[src/rtl/frame_loader.sv]
// frame_loader: receives a 16x8 monochrome bitmap over a slow 3-wire serial link into a
// shadow buffer, and swaps it into the display buffer only at the scan driver's frame
// boundary, so the panel never shows a torn frame.
module frame_loader #(
    parameter int unsigned SYNC_STAGES = 2,
    parameter int unsigned NCOLS       = 16,
    parameter int unsigned NROWS       = 8
) (
    input  logic       clk,
    input  logic       reset,
    input  logic       ser_clk_in,
    input  logic       ser_data_in,
    input  logic       ser_load_n_in,
    input  logic       frame_sync_in,
    input  logic [3:0] rd_col_in,
    input  logic [2:0] rd_row_in,
    output logic       rd_pixel_out,
    output logic       frame_pending_out,
    output logic       frame_err_out
);

    localparam int unsigned NBITS = NCOLS * NROWS;
    localparam int unsigned IDXW  = $clog2(NBITS);

    typedef enum logic [0:0] {StIdle, StShift} state_e;

    // Synchronizers; the newest sample enters at bit 0, the settled one leaves at the top.
    logic [SYNC_STAGES-1:0] r_clk_sync;
    logic [SYNC_STAGES-1:0] r_data_sync;
    logic [SYNC_STAGES-1:0] r_load_sync;
    logic                   r_clk_hist;
    logic                   r_load_hist;

    state_e                 r_state;
    state_e                 w_state_next;

    // Buffers are flat, indexed by {col, row}.
    logic [NBITS-1:0]       r_shadow;
    logic [NBITS-1:0]       r_display;
    logic [7:0]             r_bit_cnt;
    logic                   r_overrun;
    logic                   r_pending;
    logic                   r_err;

    logic                   w_clk_s;
    logic                   w_data_s;
    logic                   w_load_s;
    logic                   w_clk_rise;
    logic                   w_load_fall;
    logic                   w_load_rise;
    logic                   w_cnt_full;
    logic                   w_swap;
    logic [IDXW-1:0]        w_wr_idx;

    assign w_clk_s     = r_clk_sync[SYNC_STAGES-1];
    assign w_data_s    = r_data_sync[SYNC_STAGES-1];
    assign w_load_s    = r_load_sync[SYNC_STAGES-1];
    assign w_clk_rise  = w_clk_s & ~r_clk_hist;
    assign w_load_fall = ~w_load_s & r_load_hist;
    assign w_load_rise = w_load_s & ~r_load_hist;
    assign w_cnt_full  = (r_bit_cnt == 8'(NBITS));
    // Bit n lands at col 15 - n[6:3], row 7 - n[2:0], i.e. flat index 127 - n.
    assign w_wr_idx    = IDXW'(NBITS - 1) - r_bit_cnt[IDXW-1:0];
    // Uses the registered pending flag, so a frame completing this cycle waits for the next sync.
    assign w_swap      = frame_sync_in & r_pending;

    assign rd_pixel_out      = r_display[{rd_col_in, rd_row_in}];
    assign frame_pending_out = r_pending;
    assign frame_err_out     = r_err;

    // Input synchronizers and edge-detect history, reset to the idle line levels.
    always_ff @(posedge clk) begin
        if (reset) begin
            r_clk_sync  <= '0;
            r_data_sync <= '0;
            r_load_sync <= '1;
            r_clk_hist  <= 1'b0;
            r_load_hist <= 1'b1;
        end else begin
            r_clk_sync  <= {r_clk_sync[SYNC_STAGES-2:0], ser_clk_in};
            r_data_sync <= {r_data_sync[SYNC_STAGES-2:0], ser_data_in};
            r_load_sync <= {r_load_sync[SYNC_STAGES-2:0], ser_load_n_in};
            r_clk_hist  <= w_clk_s;
            r_load_hist <= w_load_s;
        end
    end

    // Load FSM state register.
    always_ff @(posedge clk) begin
        if (reset) begin
            r_state <= StIdle;
        end else begin
            r_state <= w_state_next;
        end
    end

    // Load FSM next state: a load window opens on load_n fall and closes on its rise.
    always_comb begin
        w_state_next = r_state;
        case (r_state)
            StIdle:  if (w_load_fall) w_state_next = StShift;
            StShift: if (w_load_rise) w_state_next = StIdle;
            default: w_state_next = StIdle;
        endcase
    end

    // Shift datapath, frame status flags and the shadow-to-display swap.
    always_ff @(posedge clk) begin
        if (reset) begin
            r_shadow  <= '0;
            r_display <= '0;
            r_bit_cnt <= '0;
            r_overrun <= 1'b0;
            r_pending <= 1'b0;
            r_err     <= 1'b0;
        end else begin
            if (w_swap) begin
                r_display <= r_shadow;
                r_pending <= 1'b0;
            end
            unique case (r_state)
                StIdle: begin
                    if (w_load_fall) begin
                        r_bit_cnt <= '0;
                        r_overrun <= 1'b0;
                        r_pending <= 1'b0;
                        r_err     <= 1'b0;
                    end
                end
                StShift: begin
                    // The window close wins over a ser_clk edge seen in the same cycle.
                    if (w_load_rise) begin
                        if (w_cnt_full && !r_overrun) begin
                            r_pending <= 1'b1;
                        end else begin
                            r_err <= 1'b1;
                        end
                    end else if (w_clk_rise) begin
                        if (!w_cnt_full) begin
                            r_shadow[w_wr_idx] <= w_data_s;
                            r_bit_cnt          <= r_bit_cnt + 8'd1;
                        end else begin
                            r_overrun <= 1'b1;
                        end
                    end
                end
            endcase
        end
    end

endmodule

[config.mk]
export PLATFORM = sky130hd
export DESIGN_NAME = frame_loader
export DESIGN_NICKNAME = d
export VERILOG_FILES = /design/src/rtl/frame_loader.sv
export SDC_FILE = /design/constraint.sdc
export NUM_CORES = 1
export LEC_CHECK = 0
export CORE_ASPECT_RATIO = 1.4
export CORE_MARGIN = 1
export CORE_UTILIZATION = 60
export DETAILED_ROUTE_END_ITERATION = 6
export GPL_TIMING_DRIVEN = 1
export PLACE_DENSITY = 0.74
export SYNTH_ARGS = -nofsm -noshare
export SYNTH_HDL_FRONTEND = slang
export SYNTH_SLANG_ARGS = --single-unit
[constraint.sdc]
create_clock -name clk -period 5.3 [get_ports clk]
set_input_delay 0.53 -clock clk [delete_from_list [all_inputs] [get_ports clk]]
set_output_delay 0.53 -clock clk [all_outputs]
set_load 0.02 [all_outputs]
# Word-level counts from Yosys, hierarchy flattened
# Cells that the tools add are included.
classes:
  n_eq_ne: 8
  order_cmp: 3
  bitwise: 10
  muxes: 26
  n_reduce_logical: 7
  addsub: 2
op_table:
  columns: ["operator", "n"]
  rows:
  - ["$bwmux W128", 1]
  - ["$mux W8", 4]
  - ["$lt A7 B8 Y1 const B", 2]
  - ["$pmux W8 S2", 1]
  - ["$mux W1", 14]
  - ["$reduce_and A4 Y1", 3]
  - ["$add A8 B1 Y8 const B", 1]
  - ["$eq A8 B8 Y1 const B", 1]
  - ["$ne A2 B2 Y1 const B", 4]
  - ["$pmux W1 S2", 4]
  - ["$bmux W1 S7", 1]
  - ["$demux W1 S7", 1]
  - ["$ge A7 B1 Y1 const B", 1]
  - ["$sub A7 B7 Y7 const A", 1]
  - ["$ne A2 B1 Y1 const B", 3]
  - ["$not A1 Y1", 6]
  - ["$and A1 B1 Y1", 4]
  - ["$reduce_and A3 Y1", 1]
  - ["$logic_and A1 B1 Y1", 2]
  - ["$logic_not A1 Y1", 1]
word_totals:
  wordCells: 68
  reg_bits: 276
  out_inout_bits: 3
  in_bits: 13

# Depth between registers and ports, before layout
# Gate-level depths: netlist of run 1.
depth:
  word_depth: 6
  ltp_mapped: 10
  ltp_nobuf: 7

# Worst setup path after synthesis of run 1
# Ideal clock, no wire load.
synth_timing:
  path_kind: "in2out"
  from: "input port rd_row_in[1]"
  to: "output port rd_pixel_out"
  slack_ps: 2496
  stages: 6
  arrival_time_ps: 2274
  t_required_ps: 4770
  n_path_buf: 1
  cell_sequence: "buf_2 mux4_2 mux4_2 and3b_1 a31oi_1 nand4_1"
synth_between:
  elab_chain_len: 2
synth_rtl:
  columns: ["element", "line_no", "rtl"]
  rows:
  - ["start: declaration", "16", "input logic [2:0] rd_row_in,"]
  - ["$bmux W1 S7", "67", "assign rd_pixel_out = r_display[{rd_col_in, rd_row_in}];"]
  - ["$mux W1 (implied by the code)", "67", null]
  - ["end: declaration", "17", "output logic rd_pixel_out,"]
# Every way passes these cells. The select of a mux whose other input is x is not followed.

# Worst setup path in the final report of run 1
# Ends and elaborated chain as after synthesis.

==> impl_results.md, run 1 <==
- Vias in the first global route: 8866
- Slew Limit Headroom: 14.5%
- Slew Viols, Final: 0
- Final #Nets: 1317
- Seq/Total Area, Yosys: 48.8%
- Die ar.: 19500 µm²
- Initial antenna violation count: 0
- Period utilisation layout: 76.3%
- Post-CTS Hold Fix Bufs: 0
- CTS H-tree lvls: 1
- Share of the synthesized area in the top cell type: 48.8%
- Commonest cells after routing, fill and taps aside: 276 x nand2_1, 275 x dfxtp_1, 261 x a21oi_1
- Peak supply drop: 0.000281 V
- Pwr/cell area: 329 nW/µm²
- N_diodes: 0
- Synth Warn #: 0
- Syn Inst Count: 1365
- Comb power frac: 2.5%
- Post-CTS Setup Repair Bufs: 0
- ANT nets after route: 0
- Final min period: 4.05 ns
- Required @ worst endpoint: 4.77 ns
- Worst-path cell chain: clkdlybuf4s50_1, buf_4, mux2i_1, a2111oi_0, nand4b_1, nand4_1, clkdlybuf4s50_1
- Synth Area in XOR/XNOR: 0.464%
- Drt via density: 6.33
- Register bit total from synthesis: 276
- Worst path slowest cell: clkdlybuf4s50_1
- Synth Area in Adders: 0.221%
- WP data arrival: 3.52 ns
- CTS tree: built
- Setup violators final: 0
- Maximum root-to-sink buffer count: 3
- CTS Buf Count: 27
- Core Util, Final: 66.3%
- Power, Total: 4.03 mW
- Register Area: 5530 µm²
- Crit Path Class: in -> out
- Post-CTS sizing: 0
- Initial Utilization: 61.2%
- Main flop type after synthesis: dfxtp_1
- Setup Total Neg Slack: 0 ns
- Worst reg2reg setup slack: 2.01 ns
- Number of detailed-routing iterations run before antenna repair: 5
- Multiplexer share of the synthesized area: 7.54%
- Outcome: complete, no violations
- Synth top area cells: dfxtp_1 49%, a21oi_1 12%, nand2_1 9.2%, mux4_2 6.6%, nand3_1 6.1%
- Multi-input logic area: 5360 µm²
- DRT iter0 DRCs: 1180
- Synth Area in Simple Gates: 20.5%
- Sw Pwr: 877 µW
- Dpl hpwl: 17800 µm
- Die Wd: 118 µm
- Clock Pin Slew Worst Setup and Hold Paths: 0.06 ns
- Final Hold Vio Count: 0
- P_leak: 3.75 nW
- Row count: 59
- Asr flop ratio synth: 0%
- Drc violations: 0
- Yosys cell types: 43
- Hold Crit Class: reg -> reg
- First-pass GRT wire length: 49900 µm
- Fillers: 1558
- GR Overflow Total: 0
- Reg-to-Reg End: r_shadow[45]$_SDFFE_PP0P_
- Syn Area/Cell: 8.30 µm²
- GRT Resource Usage Total: 33.0%
- Setup crit end kind: output pin
- Core box area: 18500 µm²
- Most used cell, CP: clkdlybuf4s50_1
- Netlist Area Pre-Place: 11300 µm²
- Vias after detailed routing: 9911
- Post-synth EDFFs: 0
- Worst Reg-to-Reg Cells: 5
- Worst-path fanout max: 22
- Max Cap Viol: 0
- Layout cells sized above 1: 8.25%
- Root buf cell: clkbuf_16
- Critical path startpoint: rd_row_in[1]
- IO Port Bufs: 15
- Layout Skew: 0.0108 ns
- Switching share of total power: 21.7%
- CP Capture Point: rd_pixel_out
- Main combinational cell family by area after synthesis: simple AND/OR/NAND/NOR gates
- RSZ-0062 raised after global routing: false
- Slowest stage delay, CP: 0.78 ns
- Clock share of power: 45.8%
- Most common cell after layout, fill and taps aside: nand2_1
- R2r startpoint: r_bit_cnt[4]$_SDFFE_PP0P_
- Synth area leader: dfxtp_1
- Worst skew pair latency: 0.53 ns
- Mapped Nets: 1380
- Placed cell areas: 11400 µm²
- Layout area overhead: 8.31%
- Startpoint Class: input pin
- Clock sinks: 276
- Gpl congestion: 0.853
- Largest net degree at the start of global routing: 144
- Max Clk Rate: 0.247 GHz
- Int Pwr: 3.16 mW
- Slew @ Worst Pin: 1.28 ns
- DIE HEIGHT: 165 µm
- Num ports: 16
- WL per Instance: 20.6 µm
- Final design area excluding fillers: 12300 µm²
- Worst hold slack: 0.419 ns
- Post-Route WL: 32300 µm
- Reg power frac: 51.7%
- Area fraction in compound gates after synthesis: 17.9%
==> layer usage <==
metal  part of all wire [%]  routed length, µm  vias up  GRT usage [%]
met1                     39              12700     4689           42.5
met3                    7.4               2380      115           3.49
met2                     48              15600      485           55.4
met4                    4.9               1590        0           16.8
li1                       -                  -     4622              -
met5                      0                  0        -              0
==> cells by family after synthesis <==
family                     count (synthesis)
AOI/OAI and AO/OA                        399
xor gates and xnor gates                   6
adders and majority gates                  2
buffers and inverters                    121
DFF                                      276
muxes                                     44
and+or+nand+nor                          517
==> cells in the mapped netlist (6+ instances only) <==
library cell	n
o21ai_1	8
nor2b_1	15
nand2b_1	6
dfxtp_1	276
or2_2	7
nor3_1	11
nand2_1	277
buf_1	6
buf_2	11
nor2_1	29
a21oi_1	261
o21ai_0	123
mux2i_1	10
clkbuf_1	90
nor4_1	6
mux4_2	33
nand3_1	139
==> worst min path at each step <==
stage / cells after the start / slack (ns) / endpoint / from
after floorplan: 1 / 0.39 / r_load_sync[1]$_SDFF_PP1_ / r_load_sync[0]$_SDFF_PP1_
after global placement: 1 / 0.40 / r_load_sync[1]$_SDFF_PP1_ / r_load_sync[0]$_SDFF_PP1_
after detailed placement: 1 / 0.40 / r_load_sync[1]$_SDFF_PP1_ / r_load_sync[0]$_SDFF_PP1_
after CTS: 1 / 0.42 / r_load_sync[1]$_SDFF_PP1_ / r_load_sync[0]$_SDFF_PP1_
after global routing: 1 / 0.45 / r_load_sync[1]$_SDFF_PP1_ / r_load_sync[0]$_SDFF_PP1_
final: 1 / 0.42 / r_load_sync[1]$_SDFF_PP1_ / r_load_sync[0]$_SDFF_PP1_
==> cell type report <==
class	instances	share of cell area [%]
clock buffer	41	6.58
clock inverter	7	0.336
inverter	4	0.122
multi-input combinational	968	43.6
sequential	276	45.0
tap	244	2.49
timing repair buffer	25	1.80
==> sequential cells by signal, summed over array words and instances (netlist names), 2 cells and up <==
register     flops
r_clk_sync       2
r_shadow       128
r_data_sync      2
r_bit_cnt        8
r_display      128
r_load_sync      2
==> power groups by stage <==
stage	clock (mW)	combinational [mW]	sequential, mW
6_report	1.85	0.101	2.09
5_1_grt	1.95	0.107	2.09
4_1_cts	1.85	0.0999	2.09
3_5_place_dp	0	0.0995	2.13
3_3_place_gp	0	0.0991	2.13
2_1_floorplan	0	0.0788	2.12
==> worst max-delay path, delay by kind of cell <==
family	cells	cell delay [ns]
and+or+nand+nor	2	0.34
muxes	1	0.15
AOI/OAI and AO/OA	1	0.67
buffers and inverters	3	1.81
==> per-stage QoR <==
step | setup slack (ns) | std cells
2_1_floorplan | 2.50 | 1365
3_3_place_gp | 1.33 | 1517
3_5_place_dp | 1.28 | 1517
4_1_cts | 1.25 | 1565
5_1_grt | 1.11 | 1565
6_report | 1.25 | 1565
Note: power is estimated with default switching activity, not from simulation.
==> inputs of run 2 (changes only) <==
clock period = 4.1 ns   (was 5.3 ns; I/O delays follow)
==> run 2 against run 1 <==
Clock skew fell by 0.0034 ns. Sequential power rose by 29%. Total power rose by 28%. Global-route usage rose by 0.41 points. Core utilization rose by 0.67 points. Non-clock buffer count is 18 higher.
==> impl_results.md, run 2 (same netlist as run 1, synthesis figures left out) <==
- Final design area excluding fillers: 12400 µm²
- GR Overflow Total: 0
- N_diodes: 0
- Layout cells sized above 1: 9.06%
- Die ar.: 19500 µm²
- Maximum root-to-sink buffer count: 3
- Dpl hpwl: 19100 µm
- Setup violators final: 0
- Most common cell after layout, fill and taps aside: nand2_1
- RSZ-0062 raised after global routing: false
- Peak supply drop: 0.000309 V
- Sw Pwr: 1.11 mW
- Multi-input logic area: 5360 µm²
- Number of detailed-routing iterations run before antenna repair: 6
- CTS tree: built
- Root buf cell: clkbuf_16
- Regs by FF count: r_display (128), r_shadow (128), r_bit_cnt (8)
- Worst skew pair latency: 0.53 ns
- Hold Crit Class: in -> reg
- DIE HEIGHT: 165 µm
- Die Wd: 118 µm
- Final #Nets: 1334
- Drt via density: 6.35
- Final Hold Vio Count: 0
- Commonest cells after routing, fill and taps aside: 276 x nand2_1, 275 x dfxtp_1, 261 x a21oi_1
- WL per Instance: 20.6 µm
- Reg power frac: 52.2%
- Post-Route WL: 32500 µm
- Post-CTS Setup Repair Bufs: 0
- Clock sinks: 276
- Max Cap Viol: 0
- Vias in the first global route: 9193
- R2r startpoint: r_bit_cnt[5]$_SDFFE_PP0P_
- Final min period: 3.72 ns
- Placed cell areas: 11600 µm²
- Pwr/cell area: 417 nW/µm²
- Crit Path Class: in -> out
- GRT Resource Usage Total: 33.4%
- Required @ worst endpoint: 3.69 ns
- Worst-path fanout max: 6
- Int Pwr: 4.06 mW
- CTS H-tree lvls: 1
- Period utilisation layout: 90.6%
- Post-CTS sizing: 0
- Initial Utilization: 61.2%
- DRT iter0 DRCs: 1396
- Core Util, Final: 66.9%
- Post-CTS Hold Fix Bufs: 0
- Slew Limit Headroom: 20.4%
- Layout Skew: 0.00740 ns
- Clock share of power: 45.2%
- Startpoint Class: input pin
- WP data arrival: 3.31 ns
- Worst reg2reg setup slack: 1.04 ns
- Switching share of total power: 21.4%
- IO Port Bufs: 15
- Drc violations: 0
- P_leak: 3.83 nW
- Setup Total Neg Slack: 0 ns
- Clock Pin Slew Worst Setup and Hold Paths: 0.06 ns
- Critical path startpoint: rd_row_in[1]
- Row count: 59
- Register Area: 5530 µm²
- Vias after detailed routing: 10000
- Setup crit end kind: output pin
- Reg-to-Reg End: r_shadow[77]$_SDFFE_PP0P_
- Worst Reg-to-Reg Cells: 6
- Layout area overhead: 9.41%
- CP Capture Point: rd_pixel_out
- Max Clk Rate: 0.269 GHz
- Gpl congestion: 0.875
- Slew Viols, Final: 0
- Fillers: 1566
- ANT nets after route: 0
- Largest net degree at the start of global routing: 104
- Comb power frac: 2.6%
- First-pass GRT wire length: 50700 µm
- Slew @ Worst Pin: 1.18 ns
- Initial antenna violation count: 0
- CTS Buf Count: 26
- Num ports: 16
- Outcome: complete, no violations
- Core box area: 18500 µm²
==> run 2: changes by cell type in the layout (fill, tap and decap cells not counted), sizes merged <==
cell      delta
clkbuf       -2
inv          -1
buf         +18
bufinv       +1
clkinv       -3
clkinvlp     +1
==> run 2: critical path, stage by stage <==
cell and delay [ns]:
clkdlybuf4s50_1 0.77, mux4_2 0.58, mux4_2 0.49, and3b_1 0.19, a31oi_1 0.14, nand4_1 0.15, clkdlybuf4s50_1 0.57
==> run 2: worst min path at each step <==
stage / start / endpoint / slack (ns) / cells past startpoint
2_1_floorplan: r_load_sync[0]$_SDFF_PP1_ / r_load_sync[1]$_SDFF_PP1_ / 0.39 / 1
3_3_place_gp: r_load_sync[0]$_SDFF_PP1_ / r_load_sync[1]$_SDFF_PP1_ / 0.40 / 1
3_5_place_dp: r_load_sync[0]$_SDFF_PP1_ / r_load_sync[1]$_SDFF_PP1_ / 0.40 / 1
4_1_cts: reset / r_bit_cnt[1]$_SDFFE_PP0P_ / 0.33 / 2
5_1_grt: reset / r_data_sync[0]$_SDFF_PP0_ / 0.37 / 2
6_report: reset / r_bit_cnt[1]$_SDFFE_PP0P_ / 0.34 / 2
==> run 2: power by group through the flow <==
| stage | registers, mW | clock network, mW | logic, mW |
|---|---|---|---|
| final | 2.70 | 2.34 | 0.134 |
| after global routing | 2.70 | 2.46 | 0.142 |
| after CTS | 2.70 | 2.35 | 0.132 |
| after floorplan | 2.75 | 0 | 0.102 |
| after detailed placement | 2.76 | 0 | 0.132 |
| after global placement | 2.76 | 0 | 0.132 |
==> run 2: layout make-up <==
cell class	count	area share (%)
clock buffers	39	6.14
clock inverters	5	0.424
inverters	4	0.121
multi-input cells	968	43.2
flip-flops and latches	276	44.6
well taps	244	2.46
repair buffers	43	3.08
==> run 2: routing by layer <==
layer	vias up	GRT usage [%]	share of wire, %
met5	-	0	0
met4	0	17.8	5.2
met3	127	3.63	6.6
met2	487	57.5	49
met1	4754	41.5	39
li1	4660	-	-
==> run 2: through the flow <==
| stage | total power, mW | setup WS, ns | hold WS (ns) | std cells |
|---|---|---|---|---|
| final | 5.17 | 0.384 | 0.341 | 1579 |
| after global routing | 5.30 | 0.293 | 0.366 | 1579 |
| after CTS | 5.18 | 0.418 | 0.330 | 1579 |
| after detailed placement | 2.89 | 0.425 | 0.399 | 1535 |
| after global placement | 2.89 | 0.420 | 0.403 | 1535 |
| after floorplan | 2.85 | 1.54 | 0.389 | 1365 |
==> inputs of run 3 (changes only) <==
CAP_MARGIN = 0   (was not set)
CTS_BUF_LIST = sky130_fd_sc_hd__clkbuf_8   (was not set)
==> run 3 against run 2 <==
Register-to-register slack got worse by 0.04 ns. Total power shrank 0.19%. Critical path depth did not move. Via count rose by 0.42%. Clock power is essentially flat. Maximum frequency grew 0.23%. Worst setup slack better by 0.0087 ns. Critical path type unchanged. Largest power group unchanged.
==> impl_results.md, run 3 (same netlist as run 1, synthesis figures left out) <==
- Outcome: complete, no violations
- Clock Pin Slew Worst Setup and Hold Paths: 0.06 ns
- Hold Crit Endpoint: r_bit_cnt[1]$_SDFFE_PP0P_
- Slew Limit Headroom: 20.4%
- Final Hold Vio Count: 0
- Pwr/cell area: 414 nW/µm²
- Multi-input logic area: 5360 µm²
- Die ar.: 19500 µm²
- Row count: 59
- Worst hold slack: 0.315 ns
- Largest net degree at the start of global routing: 104
- Regs by FF count: r_display (128), r_shadow (128), r_bit_cnt (8)
- RSZ-0062 raised after global routing: false
- CTS Buf Count: 43
- Initial antenna violation count: 0
- Drt via density: 6.26
- Worst skew pair latency: 0.54 ns
- Vias in the first global route: 9252
- Fillers: 1570
- Peak supply drop: 0.000290 V
- R2r startpoint: r_bit_cnt[5]$_SDFFE_PP0P_
- DIE HEIGHT: 165 µm
- ANT nets after route: 0
- First-pass GRT wire length: 50400 µm
- WP data arrival: 3.30 ns
- Post-CTS sizing: 0
- Crit Path Class: in -> out
- Slew Viols, Final: 0
- CTS tree: built
- Hold Crit Class: in -> reg
- DRT iter0 DRCs: 1385
- Worst-path fanout max: 6
- Delay-heaviest family, CP: buffers and inverters
- Slew @ Worst Pin: 1.18 ns
- Hold Path Origin: reset
- Root buf cell: clkbuf_8
- Worst Reg-to-Reg Cells: 6
- Slowest stage delay, CP: 0.77 ns
- Setup violators final: 0
- Post-CTS Setup Repair Bufs: 0
- Die Wd: 118 µm
- Final min period: 3.71 ns
- Post-CTS Hold Fix Bufs: 0
- Worst slack, placed: 0.425 ns
- Startpoint Class: input pin
- N_diodes: 0
- Max Clk Rate: 0.270 GHz
- Worst path slowest cell: clkdlybuf4s50_1
- Clock sinks: 276
- Worst-path cell chain: clkdlybuf4s50_1, mux4_2, mux4_2, and3b_1, a31oi_1, nand4_1, clkdlybuf4s50_1
- Number of detailed-routing iterations run before antenna repair: 6
- Setup crit end kind: output pin
- Final worst slack: 0.393 ns
- Reg-to-Reg End: r_shadow[77]$_SDFFE_PP0P_
- Commonest cells after routing, fill and taps aside: 276 x nand2_1, 275 x dfxtp_1, 261 x a21oi_1
- GR Overflow Total: 0
- Layout area overhead: 9.94%
- Layout cells sized above 1: 10.5%
- Core Util, Final: 67.2%
- IO Port Bufs: 15
- Num ports: 16
- Max Cap Viol: 0
- Vias after detailed routing: 10100
- Core box area: 18500 µm²
- Period utilisation layout: 90.4%
- Drc violations: 0
- Final #Nets: 1351
- Setup Total Neg Slack: 0 ns
- Initial Utilization: 61.2%
- Power, Total: 5.16 mW
- Buf/Inv on CP: 2
- Required @ worst endpoint: 3.69 ns
- Hold Crit Depth: 2
- Register Area: 5530 µm²
- GRT Resource Usage Total: 33.5%
- Dpl hpwl: 19100 µm
- P_leak: 3.94 nW
- Layout Skew: 0.0203 ns
- Most common cell after layout, fill and taps aside: nand2_1
- Gpl congestion: 0.875
- Worst reg2reg setup slack: 1.00 ns
- Post-Route WL: 32400 µm
- Maximum root-to-sink buffer count: 3
- CTS H-tree lvls: 2
- Critical path startpoint: rd_row_in[1]
- WL per Instance: 20.1 µm
## run 3: cell count changes in the layout (fill, tap and decap cells not counted)
cell | previous run | this run
clkinv_2 | 3 | 2
clkbuf_1 | 8 | 0
inv_1 | 4 | 20
clkbuf_16 | 27 | 0
clkbuf_8 | 4 | 54
bufinv_16 | 1 | 2
clkinvlp_4 | 1 | 0
## run 3: report_power, final
group | leakage [nW] | internal (mW) | switching (mW) | total [mW]
combinational | 1.20 | 0.0454 | 0.0886 | 0.134
clock | 0.510 | 1.30 | 1.03 | 2.33
sequential | 2.22 | 2.69 | 0.0146 | 2.70
total | 3.94 | 4.03 | 1.13 | 5.16
## run 3: per-layer routing
| layer | track usage [%] | share of wire, % |
|---|---|---|
| met1 | 40.8 | 38 |
| met2 | 56.4 | 49 |
| met3 | 5.42 | 7.7 |
| met4 | 19.2 | 5.0 |
| met5 | 0 | 0 |
## run 3: stage by stage
step	cell area [µm²]	instances
4_1_cts	12500	1609
5_1_grt	12500	1609
2_1_floorplan	11300	1365
3_3_place_gp	11600	1535
6_report	12500	1609
3_5_place_dp	11600	1535
## run 3: worst reg2reg max path, cell delays in order, from the launching register on
cell	delay, ns
dfxtp_1	0.30
buf_4	0.20
or4_1	0.73
o2111ai_4	0.50
or3_1	0.85
o21ai_0	0.24
a21oi_1	0.20
## run 3: final cells by class
cell class / instances / area share, %
clock buffer: 54 / 5.97
clock inverter: 20 / 1.04
inverter: 4 / 0.121
multi-input combinational: 968 / 43.0
sequential: 276 / 44.4
tap: 244 / 2.45
timing repair buffer: 43 / 3.06
## run 3: worst max-delay path by stage
| stage | end | slack, ns | cells after the start |
|---|---|---|---|
| after floorplan | rd_pixel_out | 1.54 | 6 |
| after global placement | rd_pixel_out | 0.42 | 7 |
| after detailed placement | rd_pixel_out | 0.42 | 7 |
| after CTS | rd_pixel_out | 0.42 | 7 |
| after global routing | rd_pixel_out | 0.29 | 7 |
| final | rd_pixel_out | 0.39 | 7 |
